### config.mk
export PLATFORM = sky130hd
export DESIGN_NAME = mem_access_master_flat
export DESIGN_NICKNAME = d
export VERILOG_FILES = /design/src/rtl/mem_access_master_if.sv /design/src/rtl/mem_access_master.sv /design/src/flat_wrapper.sv
export SDC_FILE = /design/constraint.sdc
export NUM_CORES = 1
export LEC_CHECK = 0
export ABC_AREA = 1
export BUFFER_PORTS_ARGS = -buffer_cell sky130_fd_sc_hd__buf_2
export CAP_MARGIN = 40
export CORE_MARGIN = 2
export CORE_UTILIZATION = 54
export DETAILED_ROUTE_END_ITERATION = 6
export PLACE_DENSITY = 0.81
export SYNTH_ARGS = -nofsm -noshare
export SYNTH_HDL_FRONTEND = slang
export SYNTH_SLANG_ARGS = --single-unit
### constraint.sdc
create_clock -name clk -period 3.2 [get_ports clk]
set_input_delay 0.64 -clock clk [delete_from_list [all_inputs] [get_ports clk]]
set_output_delay 0.64 -clock clk [all_outputs]
set_load 0.02 [all_outputs]
### src/rtl/mem_access_master_if.sv
// Request/response handshake plus word-addressed memory port of the MEM-stage access master.
// The master modport is the access master's view; slave is the pipeline/memory side.
interface mem_access_master_if;
    logic        req_valid;
    logic        req_ready;
    logic        req_we;
    logic [1:0]  req_size;
    logic        req_signed;
    logic [31:0] req_addr;
    logic [31:0] req_wdata;
    logic        rsp_valid;
    logic        rsp_err;
    logic [31:0] rsp_rdata;
    logic [31:0] mem_A;
    logic [31:0] mem_WD;
    logic        mem_WE;
    logic [31:0] mem_RD;

    modport master (
        input  req_valid, req_we, req_size, req_signed, req_addr, req_wdata, mem_RD,
        output req_ready, rsp_valid, rsp_err, rsp_rdata, mem_A, mem_WD, mem_WE
    );

    modport slave (
        output req_valid, req_we, req_size, req_signed, req_addr, req_wdata, mem_RD,
        input  req_ready, rsp_valid, rsp_err, rsp_rdata, mem_A, mem_WD, mem_WE
    );
endinterface

### src/rtl/mem_access_master.sv
// MEM-stage load/store master: byte-addressed requests onto a word-addressed memory,
// sub-word stores via read-modify-write, sign/zero-extended sub-word loads.
module mem_access_master #(
    parameter int DEPTH = 100,
    parameter int CNT_W = 16
) (
    input  logic             clk,
    input  logic             rst,
    mem_access_master_if.master bus,
    output logic [CNT_W-1:0] load_cnt,
    output logic [CNT_W-1:0] store_cnt
);
    localparam logic [2:0] IDLE   = 3'd0;
    localparam logic [2:0] LD     = 3'd1;
    localparam logic [2:0] ST     = 3'd2;
    localparam logic [2:0] RMW_RD = 3'd3;
    localparam logic [2:0] RMW_WR = 3'd4;
    localparam logic [2:0] RESP   = 3'd5;

    logic [2:0]  state;
    logic        we_q;
    logic        sgn_q;
    logic [1:0]  size_q;
    logic [31:0] addr_q;
    logic [31:0] wdata_q;
    logic [31:0] merge_q;
    logic        err_q;
    logic [31:0] rdata_q;
    logic        req_err;

    function automatic logic [31:0] load_extract(input logic [31:0] w, input logic [1:0] sz,
                                                 input logic [1:0] off, input logic sgn);
        logic [7:0]  b;
        logic [15:0] h;
        b = w[{off, 3'b000} +: 8];
        h = off[1] ? w[31:16] : w[15:0];
        case (sz)
            2'b00:   return {{24{sgn & b[7]}}, b};
            2'b01:   return {{16{sgn & h[15]}}, h};
            default: return w;
        endcase
    endfunction

    function automatic logic [31:0] lane_merge(input logic [31:0] w, input logic [31:0] d,
                                               input logic [1:0] sz, input logic [1:0] off);
        logic [31:0] r;
        r = w;
        if (sz == 2'b00) r[{off, 3'b000} +: 8] = d[7:0];
        else             r[{off[1], 4'b0000} +: 16] = d[15:0];
        return r;
    endfunction

    always_comb begin
        req_err = (bus.req_size == 2'b11)
               || (bus.req_size == 2'b01 && bus.req_addr[0])
               || (bus.req_size == 2'b10 && bus.req_addr[1:0] != 2'b00)
               || ({2'b00, bus.req_addr[31:2]} >= 32'(DEPTH));
    end

    always_ff @(posedge clk) begin
        if (!rst) begin
            state     <= IDLE;
            we_q      <= 1'b0;
            sgn_q     <= 1'b0;
            size_q    <= 2'b00;
            addr_q    <= '0;
            wdata_q   <= '0;
            merge_q   <= '0;
            err_q     <= 1'b0;
            rdata_q   <= '0;
            load_cnt  <= '0;
            store_cnt <= '0;
        end else begin
            case (state)
                IDLE: begin
                    if (bus.req_valid) begin
                        we_q    <= bus.req_we;
                        sgn_q   <= bus.req_signed;
                        size_q  <= bus.req_size;
                        addr_q  <= bus.req_addr;
                        wdata_q <= bus.req_wdata;
                        err_q   <= req_err;
                        rdata_q <= '0;
                        if (req_err)                    state <= RESP;
                        else if (!bus.req_we)           state <= LD;
                        else if (bus.req_size == 2'b10) state <= ST;
                        else                            state <= RMW_RD;
                    end
                end
                LD: begin
                    rdata_q <= load_extract(bus.mem_RD, size_q, addr_q[1:0], sgn_q);
                    state   <= RESP;
                end
                ST:     state <= RESP;
                RMW_RD: begin
                    merge_q <= bus.mem_RD;
                    state   <= RMW_WR;
                end
                RMW_WR: state <= RESP;
                RESP: begin
                    // Counters only see error-free completions and stick at all-ones.
                    if (!err_q) begin
                        if (we_q) begin
                            if (store_cnt != '1) store_cnt <= store_cnt + 1'b1;
                        end else begin
                            if (load_cnt != '1) load_cnt <= load_cnt + 1'b1;
                        end
                    end
                    err_q   <= 1'b0;
                    rdata_q <= '0;
                    state   <= IDLE;
                end
                default: state <= IDLE;
            endcase
        end
    end

    // Memory side is decoded purely from registered state, so req_* never reaches mem_*.
    always_comb begin
        bus.mem_A  = '0;
        bus.mem_WD = '0;
        bus.mem_WE = 1'b0;
        case (state)
            LD, RMW_RD: bus.mem_A = {2'b00, addr_q[31:2]};
            ST: begin
                bus.mem_A  = {2'b00, addr_q[31:2]};
                bus.mem_WD = wdata_q;
                bus.mem_WE = 1'b1;
            end
            RMW_WR: begin
                bus.mem_A  = {2'b00, addr_q[31:2]};
                bus.mem_WD = lane_merge(merge_q, wdata_q, size_q, addr_q[1:0]);
                bus.mem_WE = 1'b1;
            end
            default: ;
        endcase
    end

    assign bus.req_ready = (state == IDLE);
    assign bus.rsp_valid = (state == RESP);
    assign bus.rsp_err   = err_q;
    assign bus.rsp_rdata = rdata_q;
endmodule

### src/flat_wrapper.sv
// flat-port wrapper written by rule: the top's interface ports become plain ports
module mem_access_master_flat 
#(
    parameter int DEPTH = 100,
    parameter int CNT_W = 16
)
  (clk, rst, load_cnt, store_cnt, bus_req_valid, bus_req_we, bus_req_size, bus_req_signed, bus_req_addr, bus_req_wdata, bus_mem_RD, bus_req_ready, bus_rsp_valid, bus_rsp_err, bus_rsp_rdata, bus_mem_A, bus_mem_WD, bus_mem_WE);
  mem_access_master_if bus_i ();
  input  logic clk;
  input  logic rst;
  output logic [CNT_W-1:0] load_cnt;
  output logic [CNT_W-1:0] store_cnt;
  input wire logic [$bits(bus_i.req_valid)-1:0] bus_req_valid;
  input wire logic [$bits(bus_i.req_we)-1:0] bus_req_we;
  input wire logic [$bits(bus_i.req_size)-1:0] bus_req_size;
  input wire logic [$bits(bus_i.req_signed)-1:0] bus_req_signed;
  input wire logic [$bits(bus_i.req_addr)-1:0] bus_req_addr;
  input wire logic [$bits(bus_i.req_wdata)-1:0] bus_req_wdata;
  input wire logic [$bits(bus_i.mem_RD)-1:0] bus_mem_RD;
  output wire logic [$bits(bus_i.req_ready)-1:0] bus_req_ready;
  output wire logic [$bits(bus_i.rsp_valid)-1:0] bus_rsp_valid;
  output wire logic [$bits(bus_i.rsp_err)-1:0] bus_rsp_err;
  output wire logic [$bits(bus_i.rsp_rdata)-1:0] bus_rsp_rdata;
  output wire logic [$bits(bus_i.mem_A)-1:0] bus_mem_A;
  output wire logic [$bits(bus_i.mem_WD)-1:0] bus_mem_WD;
  output wire logic [$bits(bus_i.mem_WE)-1:0] bus_mem_WE;
  assign bus_i.req_valid = bus_req_valid;
  assign bus_i.req_we = bus_req_we;
  assign bus_i.req_size = bus_req_size;
  assign bus_i.req_signed = bus_req_signed;
  assign bus_i.req_addr = bus_req_addr;
  assign bus_i.req_wdata = bus_req_wdata;
  assign bus_i.mem_RD = bus_mem_RD;
  assign bus_req_ready = bus_i.req_ready;
  assign bus_rsp_valid = bus_i.rsp_valid;
  assign bus_rsp_err = bus_i.rsp_err;
  assign bus_rsp_rdata = bus_i.rsp_rdata;
  assign bus_mem_A = bus_i.mem_A;
  assign bus_mem_WD = bus_i.mem_WD;
  assign bus_mem_WE = bus_i.mem_WE;
  mem_access_master #(.DEPTH(DEPTH), .CNT_W(CNT_W)) u_core (.clk(clk), .rst(rst), .bus(bus_i), .load_cnt(load_cnt), .store_cnt(store_cnt));
endmodule
==> results.py, run 1 <==
metrics = {
    "setup_path": {
        "crit_fanout": 16,
        "crit_path_start_kind": "register",
        "crit_chain": "clkinvlp_4 > ha_2 > clkinvlp_4 > nand3_1 > o221ai_1 > nand3_1 > o21ai_0 > buf_2",
        "cp.depth": 8,
        "worstPathArrival_ps": 2450,
        "critPathKind": "reg2out",
        "end_kind": "output pin",
        "max_stage_delay_ps": 350,
        "cpLargestDelayFamily": "buffers and inverters",
        "r2r_cells": 10,
        "required_ps": 2560,
        "cpMaxStageDelayCell": "dfxtp_2",
        "critPathBufInv": 3,
    },
    "power": {
        "p_leak_nw": 4.90,
        "pwr-share-seq_pct": 39.2,
        "p_clk_share_pct": 32.6,
        "internal_power_mw": 3.92,
        "netSwitchingPower_mw": 2.10,
        "switching_share_pct": 34.9,
        "power.density_nw_per_um2": 556,
        "ir_worst_vdd_v": 0.000445,
        "finalPower_mw": 6.02,
        "combPwrFrac_pct": 28.2,
    },
    "finish": {
        "drive_gt1_share_pct": 20.9,
        "fin_area_um2": 10800,
        "utilization_pct": 65.8,
        "area_delta_synth_final_pct": 19.5,
        "nets": 1676,
        "stdcell_count": 1796,
    },
    "timing": {
        "fin_setup_tns_ps": 0,
        "fin_crit_sh_pct": 96.5,
        "slew_headroom_pct": 59.3,
        "fin_ws_ps": 112,
        "maxSlewViolCount": 0,
        "skew_ps": 10.3,
        "setup_viol": 0,
        "max_slew.worst_pin.slew_ps": 606,
        "fmax_mhz": 324,
        "timing.final.hold_violations": 0,
        "fin_hold_ws_ps": 448,
        "period_needed_ps": 3090,
    },
    "routing": {
        "wire_per_inst_um": 14.7,
        "drt-pass1-iter-count": 6,
        "drt-total-wl_mm": 26.5,
        "via_count": 9887,
        "drt_iter0_markers": 1188,
        "postRouteAntennaNets": 0,
        "post_drt_via_cell_ratio": 5.51,
        "drcViolationCount": 0,
    },
    "floorplanning": {
        "core-area_um2": 16500,
        "die_width_um": 134,
        "chipHeight_um": 134,
        "start_util_pct": 55.0,
        "pin_count": 235,
        "die_area_um2": 17800,
        "rows": 47,
    },
    "run": {
        "drv_cap": 0,
    },
    "grt": {
        "grt_pass1_vias": 8381,
        "grt_overflow": 0,
        "grt_max_degree": 78,
        "grt_pass1_wl_mm": 41.9,
        "antenna_found_initial": 1,
        "grtUsageTotal_pct": 28.8,
    },
    "yosys": {
        "netlist_area_um2": 9060,
        "synth-async-reset-ratio_pct": 0,
        "synth_common_cells": "337 x nand2_1, 190 x a21oi_1, 168 x dfxtp_1, 155 x o21ai_0, 134 x inv_1",
        "syn_avg_cell_area_um2": 6.55,
        "ys_ff_latch": 168,
        "synth_top_area_share_pct": 37.1,
        "seq_area_frac_synth_pct": 37.1,
        "yosysWarnings": 0,
        "ys_types": 38,
        "synth_top_area_cell": "dfxtp_1",
        "synth_area_leaders": "dfxtp_1 37%, nand2_1 14%, a21oi_1 10%",
        "synth_flop_cell": "dfxtp_1",
        "syn-instance-count": 1383,
        "synth_most_common_cell": "nand2_1",
        "synth-edff-count": 0,
    },
    "cts": {
        "cts_tree": "done",
        "cts_max_level": 4,
        "cts.reportedPaths.clkPinSlew_ps": 60,
        "clk_latency_ps": 430,
        "cts-root-buf": "clkbuf_16",
        "clock_path_buffers": 2,
        "cts_sinks": 168,
        "cts_made_buffers": 17,
        "post-cts-setup-buffers": 0,
    },
    "placement": {
        "placed_area_um2": 10300,
        "io_buffer_count": 232,
        "gp_routability_congestion": 0.896,
        "dp_cells": 1767,
        "pre_cts_ws_ps": 443,
        "hpwl_mm": 18.8,
    },
    "min_path": {
        "whs_path_depth": 2,
        "min_path_type": "reg2reg",
    },
    "outcome": {
        "outcome": "complete, no violations",
    },
}
==> routing by layer <==
| layer | wire length [um] | GRT usage (%) |
|---|---|---|
| met5 | 0 | 0 |
| met1 | 11800 | 41.8 |
| met2 | 11600 | 43.7 |
| met3 | 2480 | 4.87 |
| met4 | 573 | 8.69 |
==> placed cells by master, fill, tap and decap left out, drive strengths merged <==
master / netlist / routed
buf: 41 / 250
and2: 4 / 4
o21ai: 164 / 164
nand4: 6 / 6
nand2: 354 / 354
o211ai: 1 / 1
inv: 140 / 139
ha: 7 / 7
nand3b: 2 / 2
o221ai: 24 / 24
o21a: 1 / 1
diode: 0 / 1
dfxtp: 168 / 168
clkinvlp: 0 / 3
nand3: 90 / 90
bufinv: 0 / 2
a21oi: 200 / 200
conb: 1 / 2
nor3: 6 / 6
clkinv: 2 / 7
clkbuf: 46 / 19
xor2: 6 / 6
xnor2: 6 / 6
nor3b: 1 / 1
nor2: 113 / 113
==> tightest hold or removal path, stage by stage, from the launching register on <==
cell     delay (ps)
dfxtp_1         300
inv_1            50
a21oi_1          50
==> flip-flops by register name, indices dropped and copies added (netlist names) <==
name                  flops
u_core.store_cnt         16
u_core.size_q             2
u_core.sgn_q              1
u_core.load_cnt          16
u_core.state              3
u_core.merge_q           32
u_core.bus.rsp_err        1
u_core.bus.rsp_rdata     32
u_core.addr_q            32
u_core.wdata_q           32
u_core.we_q               1
==> final cells by class <==
| cell class | count | area (um^2) |
|---|---|---|
| Timing Repair Buffer | 250 | 1360 |
| Sequential cell | 168 | 3360 |
| Clock buffer | 19 | 433 |
| Tap cell | 220 | 275 |
| Fill cell | 1521 | 5640 |
| Antenna cell | 1 | 2.50 |
| Inverter | 142 | 548 |
| Clock inverter | 9 | 105 |
| Multi-Input combinational cell | 987 | 4740 |
==> worst paths after layout <==
path | from | end | slack [ps]
min reg2reg | u_core.wdata_q[31] | u_core.wdata_q[31] | 450
max | u_core.addr_q[1] | bus_mem_WD[24] | 110
max reg2reg | u_core.addr_q[1] | u_core.bus.rsp_rdata[30] | 1070
min | u_core.wdata_q[31] | u_core.wdata_q[31] | 450
==> logic make-up after synthesis <==
family / Yosys count / share of synthesized area (%)
DFF: 168 / 37.1
xor gates and xnor gates: 12 / 1.16
other: 1 / 0.0414
and+or+nand+nor: 576 / 26.9
adders and majority gates: 7 / 0.966
AOI/OAI and AO/OA: 390 / 23.0
buffers and inverters: 229 / 10.8
==> power groups by stage <==
| stage | combinational [mW] | sequential [mW] | clock [mW] |
|---|---|---|---|
| floorplan | 1.19 | 2.42 | 0 |
| global placement | 1.60 | 2.40 | 0 |
| detailed placement | 1.66 | 2.40 | 0 |
| CTS | 1.67 | 2.35 | 1.99 |
| global route | 1.87 | 2.37 | 2.08 |
| finish | 1.70 | 2.36 | 1.96 |
==> timing repair <==
item	in CTS	in global routing
setup endpoints to repair	0	32
hold buffers	0	0
endpoints found under the hold margin	0	0
gates resized for setup	0	8
Power figures use the tool's default switching activity.
==> run 2: changes to the inputs <==
Settings changed: CORE_ASPECT_RATIO from default to 0.9.
==> run 2 against run 1 <==
Net effect:
- critical path depth increased by 1
- wire length is 3.1% higher
- sequential power is essentially flat
- final area grew 0.57%
- worst setup slack improved by 1.8 ps
- largest cell class unchanged
==> results.py, run 2 (synthesized netlist as in run 1, its figures left out) <==
metrics = {
    "outcome": {
        "outcome": "complete, no violations",
    },
    "grt": {
        "grt_max_degree": 58,
        "grt_pass1_wl_mm": 43.6,
        "antenna_found_initial": 1,
        "grt.met2_usage_pct": 45.3,
        "met3_usage_pct": 6.57,
        "grt_overflow": 0,
        "grt_pass1_vias": 8618,
        "busiest_layer": "met2",
        "grtUsageTotal_pct": 30.0,
        "met1_usage_pct": 43.6,
    },
    "placement": {
        "pre_cts_ws_ps": 540,
        "placed_area_um2": 10300,
        "gp_routability_congestion": 0.927,
        "io_buffer_count": 232,
        "hpwl_mm": 19.4,
    },
    "finish": {
        "nets": 1680,
        "drive_gt1_share_pct": 21.0,
        "fin_area_um2": 10900,
        "final_common_cell": "nand2_1",
        "final_cell_mix": "337 x nand2_1, 232 x buf_2, 190 x a21oi_1",
        "area_delta_synth_final_pct": 20.1,
    },
    "cts": {
        "cts_max_level": 4,
        "cts-root-buf": "clkbuf_16",
        "cts_sinks": 168,
        "cts_made_buffers": 17,
        "clk_latency_ps": 430,
        "clock_path_buffers": 2,
        "cts.reportedPaths.clkPinSlew_ps": 70,
        "cts_tree": "done",
    },
    "timing": {
        "maxSlewViolCount": 0,
        "fin_hold_ws_ps": 448,
        "slew_headroom_pct": 50.1,
        "setup_viol": 0,
        "fin_setup_tns_ps": 0,
        "skew_ps": 8.45,
        "max_slew.worst_pin.slew_ps": 748,
        "fin_crit_sh_pct": 96.4,
        "period_needed_ps": 3090,
        "rsz0062_at_grt": "false",
        "fmax_mhz": 324,
        "timing.final.hold_violations": 0,
        "fin_ws_ps": 114,
    },
    "routing": {
        "post_drt_via_cell_ratio": 5.51,
        "postRouteAntennaNets": 0,
        "drt-total-wl_mm": 27.3,
        "drt-pass1-iter-count": 6,
        "drcViolationCount": 0,
        "wire_per_inst_um": 15.2,
        "drt_iter0_markers": 946,
        "via_count": 9861,
    },
    "setup_path": {
        "cpMaxStageDelayCell": "ha_1",
        "critPathKind": "reg2out",
        "max_stage_delay_ps": 420,
        "cpLargestDelayFamily": "buffers and inverters",
        "worstPathArrival_ps": 2450,
        "end_kind": "output pin",
        "required_ps": 2560,
        "crit_chain": "inv_1 > ha_1 > clkinvlp_4 > buf_4 > nand3_1 > o221ai_1 > nand3_1 > o21ai_0 > buf_2",
        "cpMostUsedCell": "nand3_1",
        "crit_path_start_kind": "register",
        "crit_fanout": 16,
        "critPathBufInv": 4,
    },
    "power": {
        "power.density_nw_per_um2": 567,
        "finalPower_mw": 6.17,
        "p_leak_nw": 4.95,
        "ir_worst_vdd_v": 0.000437,
    },
    "floorplanning": {
        "rows": 44,
        "chipHeight_um": 127,
        "core-area_um2": 16300,
        "pin_count": 235,
        "start_util_pct": 55.6,
        "die_width_um": 141,
        "die_area_um2": 17800,
    },
    "run": {
        "drv_cap": 0,
    },
    "min_path": {
        "min_path_type": "reg2reg",
    },
}
==> run 2: changes by cell type in the layout (fill, tap and decap cells not counted), moves of 2 or more <==
cell,change
buf_4,+3
clkbuf_8,+4
clkinv_2,-2
buf_12,+2
buf_16,-2
==> run 2: worst paths after layout <==
| check | startpoint | to | slack, ps | depth (start not counted) |
|---|---|---|---|---|
| setup / recovery | u_core.addr_q[0] | bus_mem_WD[8] | 110 | 9 |
| hold / removal | u_core.wdata_q[18] | u_core.wdata_q[18] | 450 | 2 |
| setup reg to reg | u_core.state[1] | u_core.bus.rsp_err | 1010 | 8 |
| hold reg to reg | u_core.wdata_q[18] | u_core.wdata_q[18] | 450 | 2 |
==> run 2: power by group <==
group	switching [mW]	internal (mW)
logic	1.16	0.544
clock network	0.868	1.24
registers	0.108	2.25
==> run 2: what timing repair did <==
action,CTS,global route
buffers inserted,0,1
resized for setup,0,4
setup endpoints to repair,0,22
hold buffers,0,0
==> run 2: layout make-up <==
cell class              instances  area, um^2
diodes                          1        2.50
clock buffers                  23         488
clock inverters                 9         114
fillers                      1486        5410
inverters                     142         544
multi-input cells             987        4730
flip-flops and latches        168        3360
well taps                     207         259
repair buffers                254        1380
==> run 2: layer usage <==
metal | wire length, um | up-vias
met1 | 12500 | 4455
met2 | 11800 | 473
met3 | 2560 | 38
li1 | - | 4895
met5 | 0 | -
met4 | 433 | 0
==> run 2: stage by stage <==
stage	instances	utilization (%)
2_1_floorplan	1384	-
3_3_place_gp	1755	62.7
3_5_place_dp	1757	63.0
4_1_cts	1789	66.7
5_1_grt	1790	66.8
6_report	1791	66.8
==> run 2: worst min-delay path, stage by stage (launching register included) <==
cell     delay (ps)
dfxtp_1         300
inv_1            50
a21oi_1          50
